`config.mk`:
```
export PLATFORM = sky130hd
export DESIGN_NAME = sudoku_dup_tracker
export DESIGN_NICKNAME = d
export VERILOG_FILES = /design/src/rtl/sudoku_dup_tracker.sv
export SDC_FILE = /design/constraint.sdc
export NUM_CORES = 1
export LEC_CHECK = 0
export CORE_AREA = 2 2 39 41
export CTS_CLUSTER_DIAMETER = 120
export DETAILED_ROUTE_END_ITERATION = 10
export DIE_AREA = 0 0 41 43
export SYNTH_ARGS = -nofsm -noshare
export SYNTH_HDL_FRONTEND = slang
export SYNTH_SLANG_ARGS = --single-unit
```
`constraint.sdc`:
```
create_clock -name clk -period 3.4 [get_ports clk]
set_input_delay 0.68 -clock clk [delete_from_list [all_inputs] [get_ports clk]]
set_output_delay 0.68 -clock clk [all_outputs]
set_load 0.005 [all_outputs]
```
`src/rtl/sudoku_dup_tracker.sv`:
```
// Seen-mask for one row/column/box group: flags a repeated digit or an
// out-of-range value; clear marks the first cell of a new group.
module sudoku_dup_tracker #(
  parameter int SIZE = 9
) (
  input  logic                        clk,
  input  logic                        rst_n,
  input  logic                        valid,
  input  logic                        clear,
  input  logic [$clog2(SIZE+1)-1:0]   value,
  output logic                        dup
);
  localparam int CELL_W = $clog2(SIZE + 1);

  logic [SIZE-1:0] seen_q, seen_d;
  logic [SIZE-1:0] base, hit;

  // NOTE: every combinational output gets a default before any branch,
  // so no path can leave it unassigned and infer a latch.
  always_comb begin
    base = clear ? '0 : seen_q;
    hit  = '0;
    for (int i = 0; i < SIZE; i++) begin
      hit[i] = (value == CELL_W'(i + 1));
    end
    dup    = valid && ((|(base & hit)) || (value > CELL_W'(SIZE)));
    seen_d = valid ? (base | hit) : '0;
  end

  // NOTE: state registers use non-blocking assignments only; blocking ones
  // would make simulation order-dependent between always_ff blocks.
  always_ff @(posedge clk or negedge rst_n) begin
    if (!rst_n) seen_q <= '0;
    else        seen_q <= seen_d;
  end

endmodule

```
==> results of run 1 <==
## path summary, 6_finish.rpt
check / start / endpoint / slack (ps) / cells past startpoint
worst min-delay path: seen_q[4]$_DFF_PN0_ / seen_q[4]$_DFF_PN0_ / 520 / 2
worst min register to register: seen_q[4]$_DFF_PN0_ / seen_q[4]$_DFF_PN0_ / 520 / 2
worst max register to register: seen_q[7]$_DFF_PN0_ / seen_q[7]$_DFF_PN0_ / 2650 / 3
worst max-delay path: value[2] / dup / 130 / 6
max in group asynchronous: rst_n / seen_q[3]$_DFF_PN0_ / 2410 / 1
min in group asynchronous: rst_n / seen_q[2]$_DFF_PN0_ / 710 / 1
## cell usage after synthesis
master and count:
sky130_fd_sc_hd__o311ai_1 2, sky130_fd_sc_hd__clkinv_1 1, sky130_fd_sc_hd__mux2i_1 1, sky130_fd_sc_hd__a32oi_1 2
sky130_fd_sc_hd__buf_6 1, sky130_fd_sc_hd__o22ai_1 2, sky130_fd_sc_hd__buf_2 2, sky130_fd_sc_hd__nor2b_1 1
sky130_fd_sc_hd__o32a_1 2, sky130_fd_sc_hd__o32a_2 1, sky130_fd_sc_hd__nor3_1 2, sky130_fd_sc_hd__inv_1 5
sky130_fd_sc_hd__nor2_1 16, sky130_fd_sc_hd__nand2_1 4, sky130_fd_sc_hd__nand2b_4 1, sky130_fd_sc_hd__a21oi_1 4
sky130_fd_sc_hd__o21ai_0 1, sky130_fd_sc_hd__and2_0 1, sky130_fd_sc_hd__dfrtp_1 9, sky130_fd_sc_hd__nand2b_1 3
sky130_fd_sc_hd__clkbuf_1 1, sky130_fd_sc_hd__a2bb2oi_1 1
## metrics by stage
| stage | utilization | hold slack (ps) | std cells | worst slack, ps | power [mW] |
|---|---|---|---|---|---|
| after floorplan | - | 384 | 63 | 1170 | 0.133 |
| final | 0.469 | 519 | 90 | 131 | 0.227 |
| after CTS | 0.469 | 527 | 90 | 137 | 0.232 |
| after global routing | 0.469 | 546 | 90 | 5.41 | 0.245 |
| after detailed placement | 0.450 | 514 | 86 | 146 | 0.150 |
| after global placement | 0.450 | 499 | 86 | 158 | 0.150 |
## cells in the final DEF, fill, tap and decap left out, types with 3 or more instances in the layout
| master | netlist | final |
|---|---|---|
| sky130_fd_sc_hd__clkbuf_4 | 0 | 3 |
| sky130_fd_sc_hd__nor2_1 | 16 | 16 |
| sky130_fd_sc_hd__a21oi_1 | 4 | 4 |
| sky130_fd_sc_hd__nand2b_1 | 3 | 3 |
| sky130_fd_sc_hd__inv_1 | 5 | 5 |
| sky130_fd_sc_hd__clkdlybuf4s50_1 | 0 | 8 |
| sky130_fd_sc_hd__buf_4 | 0 | 3 |
| sky130_fd_sc_hd__nand2_1 | 4 | 4 |
| sky130_fd_sc_hd__dfrtp_1 | 9 | 9 |
## metal layers
metal / global-route usage / part of all wire / vias up
li1: - / - / 239
met1: 0.209 / 0.47 / 226
met2: 0.194 / 0.45 / 15
met3: 0.0314 / 0.060 / 2
met4: 0.140 / 0.018 / 0
met5: 0 / 0 / -
## power groups by stage
stage | Combinational, mW | Sequential (mW) | Clock, mW
6_report | 0.0371 | 0.111 | 0.0791
3_3_place_gp | 0.0378 | 0.112 | 0
2_1_floorplan | 0.0204 | 0.112 | 0
5_1_grt | 0.0409 | 0.111 | 0.0937
4_1_cts | 0.0372 | 0.111 | 0.0846
3_5_place_dp | 0.0370 | 0.113 | 0
## tightest hold or removal path: cells and delay by family (launching register included)
kind               cells  cell delay, ps
AOI/OAI and AO/OA      1              70
and+or+nand+nor        1              70
DFF                    1             340
## final cells by class
class / instances / share of cell area
Timing Repair Buffer: 11 / 0.158
Inverter: 6 / 0.0347
Multi-Input combinational cell: 44 / 0.389
Tap cell: 16 / 0.0308
Clock buffer: 4 / 0.0405
Sequential cell: 9 / 0.347
## cell families after synthesis
| family | Yosys count |
|---|---|
| AOI/OAI and AO/OA | 15 |
| and+or+nand+nor | 28 |
| DFF | 9 |
| buffers and inverters | 10 |
| muxes | 1 |
==> out/qor_table.md, run 1 <==
| Metric | Reported | Unit |
| --- | --- | --- |
| Post-CTS Setup Repair Bufs | 0 | - |
| Diodes inserted | 0 | - |
| Cell type of the slowest stage on the worst timing path | sky130_fd_sc_hd__clkdlybuf4s50_1 | - |
| Antenna violations before repair | 0 | - |
| Time the final worst path needs with I/O delays and setup | 3270 | ps |
| Number of endpoints failing setup at the final stage | 0 | - |
| Multiplexer share of the synthesized area | 0.0190 | - |
| Count of nets after finishing | 83 | - |
| Post-synthesis cell count | 63 | - |
| Biggest area consumer among synthesized cells | sky130_fd_sc_hd__dfrtp_1 | - |
| Critical Path End Type | output pin | - |
| Highest fanout seen on the critical path | 6 | - |
| Count of port buffers added during placement | 8 | - |
| Starting DRT DRC Count | 24 | - |
| Critical Path Max Stage Delay | 620 | ps |
| IO Count | 9 | - |
| Max rail drop VDD | 0.175 | mV |
| Sink count of the clock tree | 9 | - |
| Drc violations | 0 | - |
| Core area | 1380 | sq um |
| Buffers & Inverters on Critical Path | 2 | - |
| Outcome | completed | - |
| Register ranked first by flip-flop count | seen_q | - |
| Path type of the worst setup path | primary input to output pin | - |
| Sum of negative setup slack | 0 | ps |
| First-pass GRT wire length | 1760 | um |
| GR Util All Layers | 0.154 | - |
| Peak Freq | 0.306 | GHz |
| Largest buffer count on any clock path | 2 | - |
| Placed Instance Area | 623 | sq um |
| Final Max Tran Viols | 0 | - |
| Average wire per cell in the routed design | 11.5 | um |
| Simple-gate area share of the yosys netlist | 0.248 | - |
| Number of nets in the synthesized netlist | 71 | - |
| Number of cell rows | 14 | - |
| Htree depth | 1 | - |
| Main combinational cell family by area after synthesis | simple AND/OR/NAND/NOR gates | - |
| Sequential area share after synthesis | 0.429 | - |
| Post-synthesis to final-layout area growth | 23.6 | % |
| Fill cell instance count of the final layout | 145 | - |
| Worst Path Required | 2720 | ps |
| Reg clk slew, reported paths | 60 | ps |
| Cts-stage hold buffer count | 0 | - |
| CTS tree | built | - |
| Pleak | 0.277 | nW |
| Largest registers | seen_q: 9 flops | - |
| Vias in the first global route | 426 | - |
| Max Cap Violations | 0 | - |
| Combined flip-flop and latch cell area | 225 | sq um |
| Power share of the clock group | 0.349 | - |
| Chip height | 43 | um |
| CP delay by family, top | buffers and inverters | - |
| Critical-path cell list | clkdlybuf4s50_1 -> nand2b_4 -> o32a_1 -> a2bb2oi_1 -> o311ai_1 -> clkdlybuf4s50_1 | - |
| Insertion delay to the later sink of the worst-skew pair | 250 | ps |
| Number of resized instances in the post-cts repair step | 0 | - |
| Estimated wirelength of the detail-placed design | 798 | um |
| Fraction of layout instances using a drive strength above 1 | 0.108 | - |
| Power per cell area | 349 | nW/um^2 |
| Part of the total power dissipated in combinational logic | 0.163 | - |
| Mean cell area of the mapped netlist | 8.34 | sq um |
| Total vias in the final route | 482 | - |
| Aggregate routed wire length | 1030 | um |
| Yosys warning total | 0 | - |
| Internal cell power | 172 | uW |
| Final weighted congestion of routability-driven global placement | 0.751 | - |
| Kind of start point of the critical path | primary input | - |
| Yosys cell types | 22 | - |
| Crit share post-route | 0.961 | - |
| Initial core utilization | 0.380 | - |
| DRT antenna net count | 0 | - |
| Aggregate global routing overflow | 0 | - |
| Total iterations of the first detailed-routing run | 4 | - |
| Worst EP arrival | 2590 | ps |
| Die Span X | 41 | um |
| Proportion of total power due to net switching | 0.240 | - |
| Number of buffers added by the clock tree synthesis step | 3 | - |
| Final Skew | 0 | ps |
| Compound-gate portion of the synthesized area | 0.214 | - |
| Number of flip-flops in the largest register | 9 | - |
| Max_slew headroom | 0.742 | - |
| Floorplan die area | 1760 | sq um |
| Area share of fa/ha/maj cells after synthesis | 0 | - |
| Post-Synthesis Cell Area | 526 | sq um |
| Number of flip-flops and latches in the synthesized netlist | 9 | - |
| Cells taking the most area after synthesis | sky130_fd_sc_hd__dfrtp_1, sky130_fd_sc_hd__nor2_1, sky130_fd_sc_hd__a21oi_1 | - |
| Pin count of the biggest net entering global routing | 12 | - |
| Final Instance Area | 649 | sq um |
| Net Switching | 54.4 | uW |
| Slew at the pin closest to its max-slew limit | 386 | ps |
| Post-synth top area share | 0.429 | - |
| Worst hold path type | flop to flop | - |
| CP most frequent cell | sky130_fd_sc_hd__clkdlybuf4s50_1 | - |
| Buffer cell driving the clock tree root | sky130_fd_sc_hd__clkbuf_4 | - |
| Multi-input logic area | 253 | sq um |
| RSZ-0062 raised after global routing | no | - |
| Hold Violations, Final | 0 | - |
| Via/cell ratio | 5.36 | - |
| Synth Area in XOR/XNOR | 0 | - |
| Portion of total power attributed to sequential cells | 0.488 | - |
Power figures use the tool's default switching activity.
==> run 2, diff against run 1 <==
--- a/config.mk
+++ b/config.mk
@@ -9,6 +9,7 @@
 export CTS_CLUSTER_DIAMETER = 120
 export DETAILED_ROUTE_END_ITERATION = 10
 export DIE_AREA = 0 0 41 43
+export REMOVE_ABC_BUFFERS = 1
 export SYNTH_ARGS = -nofsm -noshare
 export SYNTH_HDL_FRONTEND = slang
 export SYNTH_SLANG_ARGS = --single-unit
==> out/qor_table.md, run 2 (synthesis gave the netlist of run 1 again) <==
| Metric | Reported | Unit |
| --- | --- | --- |
| Max_slew headroom | 0.747 | - |
| First-pass GRT wire length | 1840 | um |
| Most used cells in the layout excluding fill and tap cells | sky130_fd_sc_hd__nor2_1, sky130_fd_sc_hd__dfrtp_1, sky130_fd_sc_hd__clkdlybuf4s50_1 | - |
| Total vias in the final route | 456 | - |
| Estimated wirelength of the detail-placed design | 836 | um |
| Number of endpoints failing setup at the final stage | 0 | - |
| Leading cell type in the layout, fill and taps excluded | sky130_fd_sc_hd__nor2_1 | - |
| Insertion delay to the later sink of the worst-skew pair | 250 | ps |
| Aggregate global routing overflow | 0 | - |
| Power per cell area | 351 | nW/um^2 |
| Cts-stage hold buffer count | 0 | - |
| Fill cell instance count of the final layout | 139 | - |
| Final Max Tran Viols | 0 | - |
| Post-CTS Setup Repair Bufs | 0 | - |
| Drc violations | 0 | - |
| Buffer cell driving the clock tree root | sky130_fd_sc_hd__clkbuf_4 | - |
| Floorplan die area | 1760 | sq um |
| Placed Instance Area | 616 | sq um |
| Count of nets after finishing | 82 | - |
| Largest registers | seen_q: 9 flops | - |
| Total iterations of the first detailed-routing run | 4 | - |
| Sink count of the clock tree | 9 | - |
| Worst hold path type | flop to flop | - |
| Peak Freq | 0.307 | GHz |
| Worst setup slack for register-to-register paths | 2640 | ps |
| Slew at the pin closest to its max-slew limit | 379 | ps |
| Core area | 1380 | sq um |
| Via/cell ratio | 5.12 | - |
| Starting DRT DRC Count | 9 | - |
| Final Instance Area | 642 | sq um |
| Time the final worst path needs with I/O delays and setup | 3260 | ps |
| Post-synthesis to final-layout area growth | 22.1 | % |
| Number of cells on the worst reg-to-reg path | 3 | - |
| Critical Path End Type | output pin | - |
| Diodes inserted | 0 | - |
| Chip height | 43 | um |
| Final Skew | 0 | ps |
| Register ranked first by flip-flop count | seen_q | - |
| Hold Crit Depth | 2 | - |
| Pin count of the biggest net entering global routing | 12 | - |
| Initial core utilization | 0.380 | - |
| CP most frequent cell | sky130_fd_sc_hd__clkdlybuf4s50_1 | - |
| Antenna violations before repair | 0 | - |
| Max rail drop VDD | 0.187 | mV |
| CTS tree | built | - |
| Aggregate routed wire length | 1040 | um |
| Cell type of the slowest stage on the worst timing path | sky130_fd_sc_hd__clkdlybuf4s50_1 | - |
| Hold Violations, Final | 0 | - |
| Die Span X | 41 | um |
| IO Count | 9 | - |
| Highest fanout seen on the critical path | 6 | - |
| Fraction of layout instances using a drive strength above 1 | 0.0959 | - |
| RSZ-0062 raised after global routing | no | - |
| Average wire per cell in the routed design | 11.7 | um |
| GR Util All Layers | 0.158 | - |
| Post-layout util | 0.464 | - |
| Worst Path Required | 2720 | ps |
| Number of flip-flops in the largest register | 9 | - |
| Number of resized instances in the post-cts repair step | 0 | - |
| Max Cap Violations | 0 | - |
| DRT antenna net count | 0 | - |
| Number of buffers added by the clock tree synthesis step | 3 | - |
| Largest buffer count on any clock path | 2 | - |
| Crit share post-route | 0.959 | - |
| Sum of negative setup slack | 0 | ps |
| Worst EP arrival | 2580 | ps |
| Htree depth | 1 | - |
| Reg clk slew, reported paths | 60 | ps |
| Count of port buffers added during placement | 8 | - |
| Outcome | completed | - |
| Critical Path Max Stage Delay | 540 | ps |
| Path type of the worst setup path | primary input to output pin | - |
| Pleak | 0.273 | nW |
| Vias in the first global route | 447 | - |
| Critical-path cell list | clkdlybuf4s50_1 -> nand2b_4 -> o32a_1 -> a2bb2oi_1 -> o311ai_1 -> clkdlybuf4s50_1 | - |
| Kind of start point of the critical path | primary input | - |
| Final weighted congestion of routability-driven global placement | 0.743 | - |
| Number of cell rows | 14 | - |
-- run 2: worst paths after layout --
| path | startpoint | to |
|---|---|---|
| setup / recovery | value[3] | dup |
| hold / removal | seen_q[6]$_DFF_PN0_ | seen_q[6]$_DFF_PN0_ |
| setup reg to reg | seen_q[0]$_DFF_PN0_ | seen_q[0]$_DFF_PN0_ |
| hold reg to reg | seen_q[6]$_DFF_PN0_ | seen_q[6]$_DFF_PN0_ |
| max in group asynchronous | rst_n | seen_q[2]$_DFF_PN0_ |
| min in group asynchronous | rst_n | seen_q[6]$_DFF_PN0_ |
-- run 2: through the flow --
step           power, mW  std cells  setup WS [ps]  hold slack [ps]
3_3_place_gp       0.149         85            186              499
5_1_grt            0.241         89           33.7              543
4_1_cts            0.230         89            134              530
6_report           0.226         89            141              526
2_1_floorplan      0.127         59           1240              384
3_5_place_dp       0.149         85            143              506
-- run 2: layout make-up --
class                   count  area [sq um]  area share
repair buffers             10          95.1       0.148
clock buffers               4          26.3      0.0409
multi-input cells          44           253       0.394
flip-flops and latches      9           225       0.351
well taps                  16          20.0      0.0312
inverters                   6          22.5      0.0351
-- run 2: per-layer routing --
layer,vias to the layer above,wire length [um],share of wire,GRT usage
met3,4,44,0.042,0.0471
li1,238,-,-,-
met5,-,0,0,0
met2,11,508,0.49,0.219
met1,203,467,0.45,0.207
met4,0,17,0.016,0.100
-- run 2: critical path: cells and delay by family --
kind            cells  cell delay [ps]
buf+inv             2             1040
compound gates      3              650
simple gates        1              200
-- run 2: power by group --
group	switching (mW)	leakage [nW]	internal [mW]
registers	0.00101	0.124	0.110
clock network	0.0336	0.0150	0.0450
logic	0.0193	0.133	0.0171
==> run 3, diff against run 2 <==
--- a/config.mk
+++ b/config.mk
@@ -9,6 +9,7 @@
 export CTS_CLUSTER_DIAMETER = 120
 export DETAILED_ROUTE_END_ITERATION = 10
 export DIE_AREA = 0 0 41 43
+export RECOVER_POWER = 25
 export REMOVE_ABC_BUFFERS = 1
 export SYNTH_ARGS = -nofsm -noshare
 export SYNTH_HDL_FRONTEND = slang
==> out/qor_table.md, run 3 (synthesis gave the netlist of run 1 again) <==
| Metric | Reported | Unit |
| --- | --- | --- |
| Number of flip-flops in the largest register | 9 | - |
| Worst setup slack for register-to-register paths | 2640 | ps |
| Critical Path Max Stage Delay | 540 | ps |
| Initial core utilization | 0.380 | - |
| Hold Crit Depth | 2 | - |
| Die Span X | 41 | um |
| Peak Freq | 0.307 | GHz |
| Post-synthesis to final-layout area growth | 22.1 | % |
| Max rail drop VDD | 0.187 | mV |
| Endpoint of the lowest-slack register-to-register path | seen_q[0]$_DFF_PN0_ | - |
| Floorplan die area | 1760 | sq um |
| Register ranked first by flip-flop count | seen_q | - |
| Drc violations | 0 | - |
| Total iterations of the first detailed-routing run | 4 | - |
| Final Skew | 0 | ps |
| Pleak | 0.273 | nW |
| Average wire per cell in the routed design | 11.7 | um |
| Fraction of layout instances using a drive strength above 1 | 0.0959 | - |
| Pin count of the biggest net entering global routing | 12 | - |
| Time the final worst path needs with I/O delays and setup | 3260 | ps |
| CP delay by family, top | buffers and inverters | - |
| Largest buffer count on any clock path | 2 | - |
| Max Cap Violations | 0 | - |
| Diodes inserted | 0 | - |
| Starting DRT DRC Count | 9 | - |
| Reg clk slew, reported paths | 60 | ps |
| Number of buffers added by the clock tree synthesis step | 3 | - |
| Count of port buffers added during placement | 8 | - |
| Post-CTS Setup Repair Bufs | 0 | - |
| Worst EP arrival | 2580 | ps |
| Largest registers | seen_q: 9 flops | - |
| Buffers & Inverters on Critical Path | 2 | - |
| Sink count of the clock tree | 9 | - |
| Worst Setup EP | dup | - |
| Final worst slack | 141 | ps |
| Aggregate global routing overflow | 0 | - |
| Estimated wirelength of the detail-placed design | 836 | um |
| Kind of start point of the critical path | primary input | - |
| Worst Path Required | 2720 | ps |
| Cts-stage hold buffer count | 0 | - |
| RSZ-0062 raised after global routing | no | - |
| Final Max Tran Viols | 0 | - |
| Power per cell area | 351 | nW/um^2 |
| Core area | 1380 | sq um |
| GR Util All Layers | 0.158 | - |
| Number of cell rows | 14 | - |
| Total vias in the final route | 456 | - |
| Crit share post-route | 0.959 | - |
| Highest fanout seen on the critical path | 6 | - |
| Critical-path cell list | clkdlybuf4s50_1 -> nand2b_4 -> o32a_1 -> a2bb2oi_1 -> o311ai_1 -> clkdlybuf4s50_1 | - |
| Overall power consumption | 225 | uW |
| Via/cell ratio | 5.12 | - |
| DRT antenna net count | 0 | - |
| Number of endpoints failing setup at the final stage | 0 | - |
| Leading cell type in the layout, fill and taps excluded | sky130_fd_sc_hd__nor2_1 | - |
| Final weighted congestion of routability-driven global placement | 0.743 | - |
| Chip height | 43 | um |
| Count of nets after finishing | 82 | - |
| Insertion delay to the later sink of the worst-skew pair | 250 | ps |
| CP most frequent cell | sky130_fd_sc_hd__clkdlybuf4s50_1 | - |
| Worst hold path type | flop to flop | - |
| Number of cells on the worst reg-to-reg path | 3 | - |
| Beginning of the worst register-to-register path | seen_q[0]$_DFF_PN0_ | - |
| First-pass GRT wire length | 1840 | um |
| Max_slew headroom | 0.743 | - |
| Aggregate routed wire length | 1040 | um |
| Antenna violations before repair | 0 | - |
| Critical Path End Type | output pin | - |
| Path type of the worst setup path | primary input to output pin | - |
| Fill cell instance count of the final layout | 139 | - |
| Slew at the pin closest to its max-slew limit | 384 | ps |
| Outcome | completed | - |
| Crit. Startpoint | value[3] | - |
| Buffer cell driving the clock tree root | sky130_fd_sc_hd__clkbuf_4 | - |
| Htree depth | 1 | - |
| Cell type of the slowest stage on the worst timing path | sky130_fd_sc_hd__clkdlybuf4s50_1 | - |
| CTS tree | built | - |
| Hold Violations, Final | 0 | - |
| Stages on worst setup path | 6 | - |
| Most used cells in the layout excluding fill and tap cells | sky130_fd_sc_hd__nor2_1, sky130_fd_sc_hd__dfrtp_1, sky130_fd_sc_hd__clkdlybuf4s50_1 | - |
| Vias in the first global route | 447 | - |
| Sum of negative setup slack | 0 | ps |
| IO Count | 9 | - |
| Post-Place Worst Slack | 143 | ps |
| Number of resized instances in the post-cts repair step | 0 | - |
==> run 3: stage by stage <==
stage / cells / utilization / instance area, sq um / hold WS, ps
floorplan: 59 / - / 500 / 384
global placement: 85 / 0.445 / 616 / 499
detailed placement: 85 / 0.445 / 616 / 506
CTS: 89 / 0.464 / 642 / 530
global route: 89 / 0.464 / 642 / 543
finish: 89 / 0.464 / 642 / 526
==> run 3: routing by layer <==
| layer | GRT usage | up-vias | part of all wire |
|---|---|---|---|
| met4 | 0.100 | 0 | 0.016 |
| met5 | 0 | - | 0 |
| met3 | 0.0471 | 4 | 0.042 |
| met2 | 0.219 | 11 | 0.49 |
| li1 | - | 238 | - |
| met1 | 0.207 | 203 | 0.45 |
==> run 3: worst min path at each step <==
stage                         from             endpoint  slack, ps
3_3_place_gp   seen_q[8]$_DFF_PN0_  seen_q[8]$_DFF_PN0_        500
5_1_grt        seen_q[2]$_DFF_PN0_  seen_q[2]$_DFF_PN0_        540
2_1_floorplan                rst_n  seen_q[0]$_DFF_PN0_        380
6_report       seen_q[6]$_DFF_PN0_  seen_q[6]$_DFF_PN0_        530
4_1_cts        seen_q[5]$_DFF_PN0_  seen_q[5]$_DFF_PN0_        530
3_5_place_dp   seen_q[2]$_DFF_PN0_  seen_q[2]$_DFF_PN0_        510
==> run 3: cell type report <==
class	instances	area (sq um)	share of cell area
Timing Repair Buffer	10	95.1	0.148
Sequential cell	9	225	0.351
Multi-Input combinational cell	44	253	0.394
Clock buffer	4	26.3	0.0409
Inverter	6	22.5	0.0351
Tap cell	16	20.0	0.0312
==> run 3: worst min-delay path: cells and delay by family (launching register included) <==
kind	cells	cell delay (ps)
AO/OA/AOI/OAI	1	60
flip-flops	1	340
AND/OR/NAND/NOR	1	80
==> run 3: power by group <==
| part | total, mW | switching, mW | internal, mW |
|---|---|---|---|
| sequential | 0.111 | 0.00101 | 0.110 |
| combinational | 0.0361 | 0.0193 | 0.0169 |
| clock | 0.0786 | 0.0336 | 0.0450 |
